$ cat config.mk
export PLATFORM = sky130hd
export DESIGN_NAME = adder_tree_feeder_4bit
export DESIGN_NICKNAME = d
export VERILOG_FILES = /design/src/rtl/adder_tree_pkg.sv /design/src/rtl/adder_tree_feeder_4bit.sv
export SDC_FILE = /design/constraint.sdc
export NUM_CORES = 1
export LEC_CHECK = 0
export CORE_MARGIN = 2
export CORE_UTILIZATION = 45
export CTS_CLUSTER_DIAMETER = 120
export DETAILED_ROUTE_END_ITERATION = 7
export PLACE_DENSITY = 0.81
export SYNTH_ARGS = -nofsm -noshare
export SYNTH_HDL_FRONTEND = slang
export SYNTH_SLANG_ARGS = --single-unit
export TNS_END_PERCENT = 50
$ cat constraint.sdc
create_clock -name clk -period 4.95 [get_ports clk]
set_input_delay 0.99 -clock clk [delete_from_list [all_inputs] [get_ports clk]]
set_output_delay 0.99 -clock clk [all_outputs]
set_load 0.005 [all_outputs]
$ cat src/rtl/adder_tree_pkg.sv
// Shared definitions for the 16-input, 4-bit adder tree and its stream feeder.
// Contents:
//   NUM_OPS, OP_W, SUM_W, TREE_LAT, CNT_W : datapath geometry and tree latency
//   IDX_W, WAIT_W                         : counter widths derived from the above
//   feeder_state_t                        : FILL / WAIT / HOLD
//   op_slot(k)                            : bit offset of operand k on the op bus
package adder_tree_pkg;

    localparam int NUM_OPS  = 16;
    localparam int OP_W     = 4;
    localparam int SUM_W    = 8;
    localparam int TREE_LAT = 4;
    localparam int CNT_W    = 16;

    localparam int IDX_W  = $clog2(NUM_OPS);
    localparam int WAIT_W = $clog2(TREE_LAT + 1);

    typedef enum logic [1:0] {
        FILL = 2'd0,
        WAIT = 2'd1,
        HOLD = 2'd2
    } feeder_state_t;

    // Operand k sits at bits [OP_W*k +: OP_W] of the flattened operand bus.
    function automatic int op_slot(input int k);
        return OP_W * k;
    endfunction

endpackage

$ cat src/rtl/adder_tree_feeder_4bit.sv
// Stream-to-tree feeder: collects NUM_OPS operands from a valid/ready stream
// into a held parallel bus for the adder tree, waits out the tree latency,
// captures the sum and offers it on a valid/ready output.
// Ports:
//   clk, reset           : clock, synchronous active-high reset
//   in_valid/in_data     : operand stream in; in_ready high only in FILL
//   op_bus               : held operand bus to the tree, op k at [OP_W*k +: OP_W]
//   tree_sum             : tree sum_out
//   out_valid/out_sum    : captured sum; out_ready completes the handshake
//   busy                 : high whenever not in FILL
//   vec_count            : completed output handshakes, wraps
module adder_tree_feeder_4bit
    import adder_tree_pkg::*;
(
    input  logic                     clk,
    input  logic                     reset,
    input  logic                     in_valid,
    input  logic [OP_W-1:0]          in_data,
    output logic                     in_ready,
    output logic [NUM_OPS*OP_W-1:0]  op_bus,
    input  logic [SUM_W-1:0]         tree_sum,
    output logic                     out_valid,
    output logic [SUM_W-1:0]         out_sum,
    input  logic                     out_ready,
    output logic                     busy,
    output logic [CNT_W-1:0]         vec_count
);

    localparam logic [IDX_W-1:0]  LAST_IDX  = IDX_W'(NUM_OPS - 1);
    localparam logic [WAIT_W-1:0] WAIT_INIT = WAIT_W'(TREE_LAT);

    feeder_state_t             state_q, state_d;
    logic [IDX_W-1:0]          op_idx_q, op_idx_d;
    logic [WAIT_W-1:0]         wait_cnt_q, wait_cnt_d;
    logic [NUM_OPS*OP_W-1:0]   op_bus_q, op_bus_d;
    logic                      out_valid_q, out_valid_d;
    logic [SUM_W-1:0]          out_sum_q, out_sum_d;
    logic [CNT_W-1:0]          vec_count_q, vec_count_d;

    always_ff @(posedge clk) begin
        if (reset) begin
            state_q     <= FILL;
            op_idx_q    <= '0;
            wait_cnt_q  <= '0;
            op_bus_q    <= '0;
            out_valid_q <= 1'b0;
            out_sum_q   <= '0;
            vec_count_q <= '0;
        end else begin
            state_q     <= state_d;
            op_idx_q    <= op_idx_d;
            wait_cnt_q  <= wait_cnt_d;
            op_bus_q    <= op_bus_d;
            out_valid_q <= out_valid_d;
            out_sum_q   <= out_sum_d;
            vec_count_q <= vec_count_d;
        end
    end

    always_comb begin
        state_d     = state_q;
        op_idx_d    = op_idx_q;
        wait_cnt_d  = wait_cnt_q;
        op_bus_d    = op_bus_q;
        out_valid_d = out_valid_q;
        out_sum_d   = out_sum_q;
        vec_count_d = vec_count_q;

        unique case (state_q)
            FILL: begin
                if (in_valid) begin
                    op_bus_d[op_slot(int'(op_idx_q)) +: OP_W] = in_data;
                    if (op_idx_q == LAST_IDX) begin
                        op_idx_d   = '0;
                        wait_cnt_d = WAIT_INIT;
                        state_d    = WAIT;
                    end else begin
                        op_idx_d = op_idx_q + 1'b1;
                    end
                end
            end
            WAIT: begin
                // The tree only sees a complete, stable vector once the last
                // slot is written, so its output is trusted after the full
                // latency has elapsed and sampled on this single edge only.
                if (wait_cnt_q == '0) begin
                    out_sum_d   = tree_sum;
                    out_valid_d = 1'b1;
                    state_d     = HOLD;
                end else begin
                    wait_cnt_d = wait_cnt_q - 1'b1;
                end
            end
            HOLD: begin
                if (out_ready) begin
                    out_valid_d = 1'b0;
                    vec_count_d = vec_count_q + 1'b1;
                    state_d     = FILL;
                end
            end
            default: begin
                state_d = FILL;
            end
        endcase
    end

    // in_ready is masked by reset so upstream never sees a handshake that the
    // reset-held registers would drop.
    assign in_ready  = (state_q == FILL) && !reset;
    assign busy      = (state_q != FILL);
    assign op_bus    = op_bus_q;
    assign out_valid = out_valid_q;
    assign out_sum   = out_sum_q;
    assign vec_count = vec_count_q;

endmodule
==> summary.md <==
| Metric | Value |
|---|---|
| Status | `completed` |
| FF-to-FF Start | `op_idx_q[0]` |
| N_diodes | `0` |
| Prevailing post-synth register cell | `dfxtp_1` |
| Post-synthesis instance total | `476` |
| Switching Fraction | `0.257` |
| DR pass1 iterations | `4` |
| Final Cycle Share | `0.588` |
| Number of synthesized flops with an enable pin | `0` |
| Number of hold buffers added after cts | `0` |
| Clock sink count | `98` |
| Pin count of the biggest net entering global routing | `82` |
| Final #Nets | `595` |
| Horiz. Die Dim | `102 µm` |
| Row cnt | `35` |
| Total grt overflow | `0` |
| Reg-to-reg slack, setup | `around 2000 ps` |
| Critical path peak fanout | `21` |
| R2r worst-path depth | `6` |
| # IOs | `107` |
| Worst path slowest cell | `xnor2_1` |
| Worst EP required | `between 5000 and 6000 ps` |
| ANT nets after route | `0` |
| Sequential Power Share | `0.547` |
| Post-synth cell types | `49` |
| CTS tree | `yes` |
| Leakage | `2.27 nW` |
| Kind of critical path | `flip-flop to flip-flop` |
| Bufs on Longest Clock Path | `2` |
| CP Launch Type | `flip-flop` |
| Post-CTS Setup Bufs | `0` |
| Max stage delay on crit path | `810 ps` |
| Unrepaired setup endpoints after global routing | `no` |
| DP Wirelength | `7550 µm` |
| # DRC | `0` |
| Core area | `about 9200 µm²` |
| Minimum clock period | `2910 ps` |
| Gr usage total | `0.204` |
| Vias in the first global route | `3631` |
| Synthesis-to-layout area growth | `31.1%` |
| Synthesized area | `between 4000 and 5000 µm²` |
| Crit path DAT | `3130 ps` |
| Most frequent cells in the layout | `clkdlybuf4s50_1, dfxtp_1, nor2_1, nand2_1, mux2i_1` |
| CP endpoint kind | `flip-flop` |
| CTS buffer count | `9` |
| Internal Pwr Total | `between 1 and 1.5 mW` |
| Clock transition at path regs | `~100 ps` |
| Mean Syn Cell Area | `between 9 and 10 µm²` |
| Flops & latches, synth | `just under 100` |
| Share of cells above drive strength 1 | `0.0556` |
| Pwr dens | `259 nW/µm²` |
| Post_cts resized | `0` |
| Most common cell after layout, fill and taps aside | `clkdlybuf4s50_1` |
| Max Fclk | `0.343 GHz` |
| P_sw | `375 µW` |
| Hold/Removal Path Class | `flip-flop to flip-flop` |
| Logic pwr share | `0.088` |
| Hold path start | `op_bus[17]` |
| # H-tree levels | `3` |
| Buffers on Ports | `approximately 110` |
| Die height | `around 100 µm` |
| Initial Utilization | `0.465` |
| Fin Setup TNS | `0 ps` |
| Finish-stage setup viols | `0` |
| Via count of the routed design | `about 3800` |
| Die area | `just over 10000 µm²` |
| Asr flop ratio synth | `0` |
| Final WL | `10500 µm` |
| Final Hold Fails | `0` |
| Clock skew | `around 11 ps` |
| Mapped Nets | `500` |
| Worst-Margin Slew | `1070 ps` |
| WHS Endpoint | `op_bus[17]` |
| VDD IR max | `around 0.00015 V` |
| DR iter-0 viols | `134` |
| Per-cell routed wire length | `between 10 and 15 µm` |
| CTS root buffer | `clkbuf_8` |
| Reg-to-Reg End | `op_bus[47]` |
| Fin. max-slew vios | `0` |
| Crit-path cells | `inv_1, ha_1, xnor2_1, nand4_1, mux2i_1, nor2_1` |
| Slew HR | `0.281` |
| Routability Congestion | `0.825` |
| Max_cap viols | `0` |
| Clock power frac | `0.365` |
| Synth warnings | `0` |
| Hold path depth | `2` |
| First-pass GRT wire length | `17000 µm` |
| Via-per-instance ratio | `5.36` |
| Tot Pwr | `1.46 mW` |
| Sequential area share after synthesis | `0.456` |
| Worst skew pair latency | `360 ps` |
| Antenna violations before repair | `0` |
## cell usage after synthesis (8+ instances only)
| library cell | n | share of area |
|---|---|---|
| inv_1 | 10 | 0.0087 |
| a21oi_1 | 28 | 0.033 |
| ha_1 | 8 | 0.023 |
| and3_1 | 9 | 0.013 |
| xnor2_1 | 10 | 0.020 |
| clkbuf_1 | 17 | 0.015 |
| nor4_1 | 12 | 0.017 |
| nand2_1 | 57 | 0.050 |
| mux2i_1 | 53 | 0.12 |
| nand4_1 | 16 | 0.023 |
| dfxtp_1 | 98 | 0.46 |
| nor3_1 | 12 | 0.014 |
| nor2_1 | 57 | 0.050 |
| nand3_1 | 14 | 0.016 |
## metal layers
layer | part of all wire | track usage
met1 | 0.45 | 0.257
met2 | 0.47 | 0.345
met3 | 0.061 | 0.0414
met4 | 0.014 | 0.0759
met5 | 0 | 0
## logic make-up (layout without fill, tap and decap cells)
family / count (synthesis) / after routing / share of synthesized area
buffers and inverters: 34 / 134 / 0.0311
XOR/XNOR: 15 / 15 / 0.0306
multiplexers: 54 / 54 / 0.126
flip-flops: 98 / 98 / 0.456
AO/OA/AOI/OAI: 47 / 47 / 0.0710
AND/OR/NAND/NOR: 220 / 220 / 0.261
adder cells (fa/ha/maj): 8 / 8 / 0.0233
## worst max path at each step
stage	slack, ps	end	cells past startpoint	start
6_report	2040	op_bus[47]	6	op_idx_q[0]
5_1_grt	1860	op_bus[45]	6	op_idx_q[0]
4_1_cts	2080	op_bus[47]	6	op_idx_q[0]
3_5_place_dp	1960	op_bus[27]	6	reset
3_3_place_gp	2010	op_bus[27]	6	reset
2_1_floorplan	2080	in_ready	4	reset
## flip-flops by register name, indices dropped and copies added (netlist names)
signal,count
op_bus,64
op_idx_q,4
out_sum,8
out_valid,1
state_q,2
vec_count,16
wait_cnt_q,3
## worst max-delay path: cells and delay by family, from the launching register on
family        cells  cell delay [ps]
xor+xnor          1              810
fa+ha+maj         1              310
buf+inv           1              100
flops             1              740
mux               1              290
simple gates      2              520
## layout make-up
| class | instances | area [µm²] |
|---|---|---|
| fillers | 779 | 3610 |
| multi-input cells | 344 | 2200 |
| flip-flops and latches | 98 | 1960 |
| repair buffers | 107 | 1060 |
| well taps | 129 | 161 |
| clock buffers | 11 | 141 |
| clock inverters | 5 | 62.6 |
| inverters | 11 | 41.3 |
## power groups by stage
stage | sequential [mW] | combinational (mW) | clock (mW)
after floorplan | 0.812 | 0.0926 | 0
after global routing | 0.799 | 0.140 | 0.576
after detailed placement | 0.816 | 0.127 | 0
after CTS | 0.798 | 0.128 | 0.547
final | 0.798 | 0.129 | 0.532
after global placement | 0.816 | 0.124 | 0
## through the flow
step	cell area [µm²]	utilization	hold slack (ps)	setup slack, ps	instances
3_5_place_dp	5430	0.588	449	1960	689
6_report	5630	0.610	462	2040	705
4_1_cts	5630	0.610	465	2080	705
3_3_place_gp	5430	0.588	439	2010	689
2_1_floorplan	4300	-	432	2080	476
5_1_grt	5630	0.610	479	1860	705
(Power assumes the default switching activity.)
